[src/rtl/flag_union_pkg.sv]
// Shared types for the flag union pipe: lane/flat flag union and transform mode.
package flag_union_pkg;

   localparam int LANES  = 3;
   localparam int LANE_W = 32;
   localparam int W      = LANES * LANE_W;

   typedef union packed {
      logic [W-1:0]                  flat;
      logic [LANES-1:0][LANE_W-1:0]  lane;
   } flag_union_t;

   typedef enum logic [1:0] {
      MODE_PASS    = 2'd0,
      MODE_REVERSE = 2'd1,
      MODE_STICKY  = 2'd2,
      MODE_RSVD    = 2'd3
   } mode_e;

endpackage

[src/rtl/flag_fifo.sv]
// Circular buffer with wrap-at-DEPTH pointers (any DEPTH 1..16) and an occupancy count.
module flag_fifo #(
   parameter int W     = 96,
   parameter int DEPTH = 2
) (
   input  logic                       clk,
   input  logic                       rst,
   input  logic                       in_valid,
   input  logic [W-1:0]               in_data,
   output logic                       in_ready,
   output logic                       out_valid,
   output logic [W-1:0]               out_data,
   input  logic                       out_ready,
   output logic [$clog2(DEPTH+1)-1:0] count
);

   localparam int PTR_W = (DEPTH > 1) ? $clog2(DEPTH) : 1;
   localparam int CNT_W = $clog2(DEPTH + 1);
   localparam logic [PTR_W-1:0] PTR_LAST = PTR_W'(DEPTH - 1);
   localparam logic [CNT_W-1:0] CNT_MAX  = CNT_W'(DEPTH);

   logic [W-1:0]     mem_q [DEPTH];
   logic [PTR_W-1:0] wr_ptr_q, wr_ptr_d;
   logic [PTR_W-1:0] rd_ptr_q, rd_ptr_d;
   logic [CNT_W-1:0] count_q, count_d;
   logic             push, pop;

   assign in_ready  = (count_q < CNT_MAX);
   assign out_valid = (count_q != '0);
   assign push      = in_valid & in_ready;
   assign pop       = out_valid & out_ready;
   assign count     = count_q;

   // Storage is never reset, so gate the head to keep X off out_data while empty.
   assign out_data  = out_valid ? mem_q[rd_ptr_q] : '0;

   always_comb begin
      wr_ptr_d = wr_ptr_q;
      rd_ptr_d = rd_ptr_q;
      count_d  = count_q;
      if (push) begin
         wr_ptr_d = (wr_ptr_q == PTR_LAST) ? '0 : wr_ptr_q + PTR_W'(1);
      end
      if (pop) begin
         rd_ptr_d = (rd_ptr_q == PTR_LAST) ? '0 : rd_ptr_q + PTR_W'(1);
      end
      case ({push, pop})
         2'b10:   count_d = count_q + CNT_W'(1);
         2'b01:   count_d = count_q - CNT_W'(1);
         default: count_d = count_q;
      endcase
   end

   always_ff @(posedge clk) begin
      if (rst) begin
         wr_ptr_q <= '0;
         rd_ptr_q <= '0;
         count_q  <= '0;
      end else begin
         wr_ptr_q <= wr_ptr_d;
         rd_ptr_q <= rd_ptr_d;
         count_q  <= count_d;
      end
   end

   always_ff @(posedge clk) begin
      if (!rst && push) begin
         mem_q[wr_ptr_q] <= in_data;
      end
   end

endmodule

[src/rtl/flag_union_pipe.sv]
// Flag union pipe: per-beat PASS/REVERSE/STICKY transform ahead of a small FIFO.
module flag_union_pipe
   import flag_union_pkg::*;
#(
   parameter int LANES  = 3,
   parameter int LANE_W = 32,
   parameter int DEPTH  = 2,
   localparam int W     = LANES * LANE_W
) (
   input  logic                       clk,
   input  logic                       rst,
   input  logic [1:0]                 mode,
   input  logic                       clr,
   input  logic                       in_valid,
   input  logic [W-1:0]               in_data,
   output logic                       in_ready,
   output logic                       out_valid,
   output logic [W-1:0]               out_data,
   input  logic                       out_ready,
   output logic [$clog2(DEPTH+1)-1:0] count,
   output logic                       sticky_any
);

   logic [W-1:0] acc_q, acc_d;
   logic [W-1:0] acc_base;
   logic [W-1:0] rev_data;
   logic [W-1:0] store_data;
   logic         accept;
   mode_e        mode_sel;

   assign mode_sel = mode_e'(mode);
   assign accept   = in_valid & in_ready;

   for (genvar k = 0; k < LANES; k++) begin : g_rev
      assign rev_data[k*LANE_W +: LANE_W] = in_data[(LANES-1-k)*LANE_W +: LANE_W];
   end

   // Clear takes effect before a same-cycle sticky merge.
   assign acc_base = clr ? '0 : acc_q;

   always_comb begin
      store_data = in_data;
      acc_d      = acc_base;
      case (mode_sel)
         MODE_REVERSE: store_data = rev_data;
         MODE_STICKY: begin
            store_data = acc_base | in_data;
            if (accept) begin
               acc_d = acc_base | in_data;
            end
         end
         default:      store_data = in_data;
      endcase
   end

   always_ff @(posedge clk) begin
      if (rst) begin
         acc_q <= '0;
      end else begin
         acc_q <= acc_d;
      end
   end

   assign sticky_any = |acc_q;

   flag_fifo #(
      .W     (W),
      .DEPTH (DEPTH)
   ) u_fifo (
      .clk       (clk),
      .rst       (rst),
      .in_valid  (in_valid),
      .in_data   (store_data),
      .in_ready  (in_ready),
      .out_valid (out_valid),
      .out_data  (out_data),
      .out_ready (out_ready),
      .count     (count)
   );

endmodule

[config.mk]
export PLATFORM = sky130hd
export DESIGN_NAME = flag_union_pipe
export DESIGN_NICKNAME = d
export VERILOG_FILES = /design/src/rtl/flag_union_pkg.sv /design/src/rtl/flag_fifo.sv /design/src/rtl/flag_union_pipe.sv
export SDC_FILE = /design/constraint.sdc
export NUM_CORES = 1
export LEC_CHECK = 0
export BUFFER_PORTS_ARGS = -buffer_cell sky130_fd_sc_hd__buf_4
export CAP_MARGIN = 40
export CORE_MARGIN = 2
export CORE_UTILIZATION = 50
export CTS_CLUSTER_SIZE = 20
export DETAILED_ROUTE_END_ITERATION = 8
export PLACE_DENSITY = 0.72
export SLEW_MARGIN = 20
export SYNTH_ARGS = -nofsm -noshare
export SYNTH_HDL_FRONTEND = slang
export SYNTH_SLANG_ARGS = --single-unit
[constraint.sdc]
create_clock -name clk -period 14.9 [get_ports clk]
set_input_delay 4.47 -clock clk [delete_from_list [all_inputs] [get_ports clk]]
set_output_delay 4.47 -clock clk [all_outputs]
set_load 0.005 [all_outputs]
# --- Yosys cells after proc, flatten, opt, wreduce, memory -nomap -nowiden ---
# Memory sizes are Yosys's and may differ from the RTL's. A register that Yosys moved wholly into a read port is not among the register bits.
# Cells that the tools add are included.
totals:
  out_inout_bits: 101
  word_cells: 34
  mem_bits_rw: 192
  register_bits: 100
  inputBits: 103
  memories: 1
op_classes:
  n_bitwise: 3
  n_mux: 12
  reduce_logical: 5
  eq_ne: 4
  magnitude_cmp: 1
  n_addsub: 4
memory_table:
  columns: ["name", "words", "word_bits", "rd", "rd_ports_with_merged_regs", "write_ports", "line", "text"]
  rows:
  - ["u_fifo.mem_q", 2, 96, 1, 1, 1, "flag_fifo.sv:22", "logic [W-1:0] mem_q [DEPTH];"]
ops:
  columns: ["operator", "n"]
  rows:
  - ["$mux 96", 4]
  - ["$pmux 96 s2", 1]
  - ["$or 96x96->96", 1]
  - ["$reduce_or 96->1", 1]
  - ["$mux 1", 6]
  - ["$eq 2x1->1 const B", 2]
  - ["$eq 2x2->1 const B", 2]
  - ["$pmux 2 s2", 1]
  - ["$reduce_bool 2->1", 2]
  - ["$add 1x1->1 const B", 2]
  - ["$add 2x1->2 const B", 1]
  - ["$and 1x1->1", 2]
  - ["$lt 2x2->1 const B", 1]
  - ["$sub 2x1->2 const B", 1]
  - ["$logic_and 1x1->1", 1]
  - ["$logic_not 1->1", 1]

# --- Longest topological paths before layout ---
# Gate-level depths: netlist of the first run.
depth:
  depth_word: 5
  mapped_depth: 7
  ltp_nobuf: 7

# --- Modules after synthesis ---
# Synthesis of the first run repeated with hierarchy kept, for this count alone.
unflattened:
  hier_cells: 1107
  area_unflattened_um2: 12520.8
modules_own_cells:
  columns: ["module", "area_each_um2", "instances", "seq_area_each_um2", "cells_each"]
  rows:
  - ["flag_fifo", 7432.1, 1, 5865.6, 430]
  - ["flag_union_pipe", 5088.6, 1, 1921.8, 677]

# --- Least setup slack after synthesis of the first run ---
# OpenSTA, ideal clock, no wires.
synth_path:
  path_type: "input port to flip-flop"
  from: "input port rst"
  to: "memory u_fifo.mem_q[0][0], enable pin"
  t_arrival_ps: 11161
  path_buffers: 1
  stages: 2
  setup_ps: 669
  setup_slack_ps: 3070
  required_ps: 14231
  cell_sequence: "buf_2 -> nor3_1"
synth_via:
  elab_chain_cells: 4
synth_rtl:
  columns: ["element", "line", "text"]
  rows:
  - ["start, declared", "flag_union_pipe.sv:11", "input logic rst,"]
  - ["$logic_not 1->1", "flag_fifo.sv:67", "if (!rst && push) begin"]
  - ["$logic_and 1x1->1", "flag_fifo.sv:67", null]
  - ["$mux 1", "flag_fifo.sv:67", null]
  - ["$mux 1 (implied by the code)", "flag_fifo.sv:68", "mem_q[wr_ptr_q] <= in_data;"]
  - ["end, declared", "flag_fifo.sv:22", null]
# Every way passes these cells.

==> results_dict.tcl, run 1 <==
set metrics [dict create \
    dp_hpwl_um 20000 \
    synth_top_flop_cell "edfxtp_1" \
    fin_crit_ns 7.27 \
    synth_top_area_share_pct 48.6 \
    synthCells 906 \
    worstSetupPathType "reg2out" \
    grt_pass1_wl_um 45900 \
    synth_compound_area_share_pct 13.9 \
    skew_ns 0.00966 \
    avgRoutedWirePerCell_um 21.4 \
    crit_path_start_kind "flip-flop" \
    grtUsageTotal_pct 23.9 \
    ioPinCount 204 \
    reg2reg_depth 5 \
    gp_congestion 0.803 \
    synth_common_cells "edfxtp_1 (192), nor2_1 (137), dfxtp_1 (101), a22o_1 (96), mux2i_1 (96)" \
    worstPathCellList "buf_4 -> buf_16 -> mux2i_1 -> nor2_1 -> buf_4" \
    hp-class "reg2reg" \
    cts_sinks 293 \
    cts.htree.levels 1 \
    timing.max_cap.violations 0 \
    maxSlewHeadroom_pct 44.6 \
    yosys.area.top_type "edfxtp_1" \
    crit_end "out_data[28]" \
    num_rows 56 \
    powerDensity_nw_per_um2 163 \
    viasPerCell 5.89 \
    fmax_mhz 137 \
    remaining_drc_errors 0 \
    r2r-start "u_fifo.count[1]" \
    overflow 0 \
    cts_setup_buffers 0 \
    postCtsHoldBufs 0 \
    synth_fa_ha_area_share_pct 0.317 \
    io_buffers 203 \
    placed_cell_area_um2 13700 \
    crit_fanout 43 \
    synth_seq_area_share_pct 65.7 \
    first_iter_violations 1191 \
    slowest_stage "dfxtp_4" \
    p_leak_uw 0.00581 \
    status "completed" \
    syn_nets 1012 \
    rsz0062_at_grt "false" \
    vdd_ir_drop_max_v 0.000123 \
    synthMuxAreaShare_pct 8.10 \
    hold_viol_final 0 \
    arrival_ns 2.80 \
    ys_ff_latch 293 \
    antennaDiodeCount 0 \
    clk_latency_ns 0.54 \
    power_uw 2400 \
    fp.dieW_um 158 \
    ys_types 26 \
    rrSetupSlack_ns 12.48 \
    cp_slowest_stage_delay_ns 0.83 \
    vias 8425 \
    cts_buffers 30 \
    finalSetupViolCount 0 \
    r2r-end "u_fifo.mem_q[1][71]" \
    die_y_um 158 \
    final.period_utilization_pct 48.8 \
    synth_simple_gate_area_share_pct 6.58 \
    path_common_cell "buf_4" \
    clk_pin_slew_ns 0.06 \
    die_area_um2 25000 \
    path_depth 5 \
    drive_gt1_share_pct 25.2 \
    tightest_slew_ns 0.824 \
    drv_slew 0 \
    syn_avg_cell_area_um2 13.1 \
    worst-path-buf-inv 3 \
    critPathCaptureType "output pin" \
    hold_slack_ns 0.514 \
    synth_top_family_by_area "compound AO/OA/AOI/OAI gates" \
    tns_ns 0 \
    syn_area_um2 11900 \
    cts_tree "yes" \
    synth-edff-count 192 \
    ys_async_sr_fraction_pct 0 \
    path_delay_family "buffers and inverters" \
    drtAntennaViolNets 0 \
    initial_utilization_pct 50.7 \
    post_cts_resized 0 \
    dr.pass1.iters 9 \
    synth_xor_area_share_pct 0.295 \
    fin_nets 1193 \
    yosysWarningCount 0 \
    grt_pass1_vias 8156 \
    syn_to_final_growth_pct 24.0 \
    cp.required_ns 10.43 \
    antenna_found_initial 0 \
    synthMostInstantiatedCell "edfxtp_1" \
    grt_max_degree 72 \
    final_area_um2 14700 \
    clockBufferDepth 3 \
    synth_area_leaders "edfxtp_1 (49%), dfxtp_1 (17%), mux2i_1 (8.1%)" \
    drt-total-wl_um 30600 \
    clk_root_buffer_cell "clkbuf_16" \
    core_area_um2 23400 \
]
[metrics by stage]
stage,worst slack [ns],instances,util (%)
after floorplan,3.07,906,-
after global placement,7.99,1368,57.9
after detailed placement,8.18,1374,58.5
after CTS,7.61,1430,62.9
after global routing,7.51,1430,62.9
final,7.63,1430,62.9
[cells in the final DEF (no fill, tap or decap)]
cell,instances
buf_16,2
buf_12,4
nor2_1,134
xnor2_1,2
clkinvlp_4,1
clkbuf_8,5
edfxtp_1,192
and2_4,2
inv_1,68
dfxtp_1,100
ha_1,3
a22o_1,96
or2_2,1
nor4_1,25
nand2b_4,1
buf_4,213
nor2b_4,1
inv_6,1
clkbuf_1,3
nor3b_4,1
dfxtp_4,1
nor3_2,1
and2_1,1
clkinv_2,8
a222oi_1,64
nor2_4,2
a21oi_1,33
clkinv_1,3
nand4_1,6
nor2_2,1
or3_1,1
o21ai_0,1
xor2_1,2
nand2_1,1
clkbuf_16,35
mux2i_1,96
[sequential cells by signal, summed over array words and instances, names as in the netlist, named ones only]
signal / count
u_fifo.count: 2
u_fifo.mem_q: 192
acc_q: 96
u_fifo.rd_ptr_q: 1
u_fifo.wr_ptr_q: 1
[metal layers]
| metal | share of wire (%) | wire (um) | track usage [%] |
|---|---|---|---|
| met5 | 0 | 0 | 0 |
| met4 | 2.5 | 752 | 7.25 |
| met3 | 8.1 | 2480 | 4.19 |
| met2 | 48 | 14600 | 39.0 |
| met1 | 42 | 12700 | 32.9 |
[where the power goes]
part	internal, uW	switching, uW
Sequential	953	50.5
Clock	446	308
Combinational	313	333
Total	1710	691
[worst min-delay path by stage]
stage,cells after the start,from,slack [ns],to
after floorplan,1,acc_q[42],0.47,acc_q[42]
after global placement,1,acc_q[85],0.49,acc_q[85]
after global routing,1,acc_q[85],0.52,acc_q[85]
after detailed placement,1,acc_q[59],0.50,acc_q[59]
final,1,acc_q[47],0.51,acc_q[47]
after CTS,1,acc_q[7],0.52,acc_q[7]
[logic make-up (layout without fill, tap and decap cells)]
group	after synthesis	count (layout)
flip-flops	293	293
AO/OA/AOI/OAI	194	194
AND/OR/NAND/NOR	178	178
buffers and inverters	138	343
multiplexers	96	96
XOR/XNOR	4	4
adder cells (fa/ha/maj)	3	3
[cell type report]
type	count	area (um^2)
Clock buffer	43	956
Clock inverter	13	67.6
Fill cell	1882	8690
Multi-Input combinational cell	475	3510
Timing Repair Buffer	219	1730
Sequential cell	293	7790
Tap cell	319	399
Inverter	68	255
Note: power is estimated with default switching activity, not from simulation.
==> run 2: changes to the inputs <==
--- a/config.mk
+++ b/config.mk
@@ -5,6 +5,7 @@
 export SDC_FILE = /design/constraint.sdc
 export NUM_CORES = 1
 export LEC_CHECK = 0
+export ABC_AREA = 1
 export BUFFER_PORTS_ARGS = -buffer_cell sky130_fd_sc_hd__buf_4
 export CAP_MARGIN = 40
 export CORE_MARGIN = 2
==> constraint.sdc (replaced) <==
create_clock -name clk -period 7.6 [get_ports clk]
set_input_delay 2.28 -clock clk [delete_from_list [all_inputs] [get_ports clk]]
set_output_delay 2.28 -clock clk [all_outputs]
set_load 0.005 [all_outputs]
==> run 2 against run 1 <==
  * Synthesized cell count increased by 55%
  * Sequential cell count did not move
  * Sequential power increased by 88%
  * Synthesized area increased by 9.4%
  * Non-clock buffer count unchanged
  * Sequential share of layout area is 3.4 points lower
  * Combinational power is 76% higher
  * First-iteration DRC count decreased by 2.4%
  * Wire length is 22% higher
  * Utilization fell by 0.75 points
  * Register-to-register slack lost 6.9 ns
  * Via count is 33% higher
  * Critical path type unchanged
==> results_dict.tcl, run 2 <==
set metrics [dict create \
    drt-total-wl_um 37400 \
    synth_common_cells "nand2_1 (352), edfxtp_1 (192), a21oi_1 (162), nand3_1 (162), o21ai_0 (130)" \
    vdd_ir_drop_max_v 0.000211 \
    vias 11164 \
    die_area_um2 27300 \
    rsz0062_at_grt "false" \
    cts_buffers 30 \
    io_buffers 203 \
    fin_crit_ns 5.17 \
    clk_pin_slew_ns 0.06 \
    gp_congestion 0.779 \
    cp.required_ns 5.32 \
    finalSetupViolCount 0 \
    syn_to_final_growth_pct 21.2 \
    fin_nets 1644 \
    post_cts_resized 0 \
    synthCells 1405 \
    rrSetupSlack_ns 5.55 \
    worstSetupPathType "reg2out" \
    crit_path_start_kind "flip-flop" \
    hold_viol_final 0 \
    tightest_slew_ns 0.858 \
    remaining_drc_errors 0 \
    drtAntennaViolNets 0 \
    clk_latency_ns 0.55 \
    hp-class "reg2reg" \
    synth_area_leaders "edfxtp_1 (44%), dfxtp_1 (16%), nand2_1 (10%)" \
    largest_reg_flops 192 \
    grt_pass1_vias 10293 \
    syn_avg_cell_area_um2 9.23 \
    synth_top_flop_cell "edfxtp_1" \
    arrival_ns 2.89 \
    status "completed" \
    syn_area_um2 13000 \
    cts_setup_buffers 0 \
    dp_cells 1836 \
    viasPerCell 5.90 \
    final_common_cell "nand2_1" \
    maxSlewHeadroom_pct 42.8 \
    layout_common_cells "nand2_1 (352), buf_4 (211), edfxtp_1 (192), a21oi_1 (162), nand3_1 (162)" \
    avgRoutedWirePerCell_um 19.7 \
    timing.max_cap.violations 0 \
    skew_ns 0.0205 \
    grtUsageTotal_pct 26.7 \
    cts_sinks 293 \
    ys_types 25 \
    yosysWarningCount 0 \
    n_fill_cell 2085 \
    powerDensity_nw_per_um2 291 \
    stdcell_count 1892 \
    overflow 0 \
    antenna_found_initial 0 \
    p_leak_uw 0.00578 \
    ys_async_sr_fraction_pct 0 \
    postCtsHoldBufs 0 \
    critPathCaptureType "output pin" \
    synth_top_area_share_pct 44.4 \
    dp_hpwl_um 21600 \
    die_y_um 165 \
    largest-register "u_fifo.mem_q" \
    synth-edff-count 192 \
    yosys.area.top_type "edfxtp_1" \
    cts.htree.levels 1 \
    dr.pass1.iters 5 \
    drv_slew 0 \
    synth_seq_area_share_pct 60.0 \
    grt_max_degree 97 \
    ioPinCount 204 \
    synthMostInstantiatedCell "nand2_1" \
    ys_ff_latch 293 \
    fp.dieW_um 165 \
    first_iter_violations 1163 \
    core_area_um2 25300 \
    fmax_mhz 194 \
    cts_tree "yes" \
    antennaDiodeCount 0 \
    num_rows 58 \
    grt_pass1_wl_um 57100 \
    drive_gt1_share_pct 17.9 \
    tns_ns 0 \
    crit_fanout 56 \
    initial_utilization_pct 51.2 \
    clk_root_buffer_cell "clkbuf_16" \
    clockBufferDepth 3 \
    final.period_utilization_pct 68.0 \
    syn_nets 1511 \
]
## run 2: kinds of logic (layout without fill, tap and decap cells)
| kind of cell | after synthesis | after routing | synth area share [%] |
|---|---|---|---|
| DFF | 293 | 293 | 60.0 |
| AOI/OAI and AO/OA | 387 | 387 | 16.2 |
| and+or+nand+nor | 592 | 592 | 18.9 |
| adders and majority gates | 3 | 3 | 0.289 |
| buffers and inverters | 130 | 287 | 4.56 |
## run 2: power by group
part | internal [uW] | switching, uW | leakage (uW)
Combinational | 438 | 701 | 0.00266
Clock | 955 | 604 | 0.000513
Sequential | 1830 | 49.5 | 0.00261
## run 2: area by class of cell
type | instances | area (um^2) | area share [%]
Inverter | 12 | 48.8 | 0.310
Sequential cell | 293 | 7790 | 49.5
Multi-Input combinational cell | 982 | 4640 | 29.5
Clock inverter | 12 | 186 | 1.19
Tap cell | 330 | 413 | 2.63
Timing Repair Buffer | 219 | 1780 | 11.3
Clock buffer | 44 | 865 | 5.50
## run 2: per-stage QoR
stage / hold WS, ns / setup slack [ns] / total power, uW / cell area [um^2] / util (%)
after floorplan: 0.450 / 0.225 / 2460 / 13000 / -
after global placement: 0.461 / 2.81 / 2990 / 14500 / 57.3
after detailed placement: 0.467 / 3.04 / 3050 / 14700 / 58.0
after CTS: 0.477 / 2.45 / 4590 / 15700 / 62.1
after global routing: 0.494 / 2.33 / 4750 / 15700 / 62.1
final: 0.476 / 2.43 / 4580 / 15700 / 62.1
## run 2: worst max-delay path, stage by stage, from the launching register on
cell	delay (ns)
dfxtp_4	0.44
clkinv_2	0.50
buf_4	0.70
nand2_1	0.12
a21oi_1	0.36
buf_4	0.19
## run 2: final timing paths
path / endpoint / from / cells after the start
min: acc_q[34] / acc_q[34] / 2
min reg2reg: acc_q[34] / acc_q[34] / 2
max: out_data[16] / flip-flop / 5
max reg2reg: u_fifo.mem_q[0][15] / u_fifo.count[1] / 6
## run 2: metal layers
metal | vias up | part of all wire, % | global-route usage (%)
met5 | - | 0 | 0
met4 | 0 | 3.0 | 8.58
met3 | 77 | 8.8 | 3.02
met2 | 577 | 47 | 42.6
met1 | 5279 | 41 | 38.4
li1 | 5231 | - | -
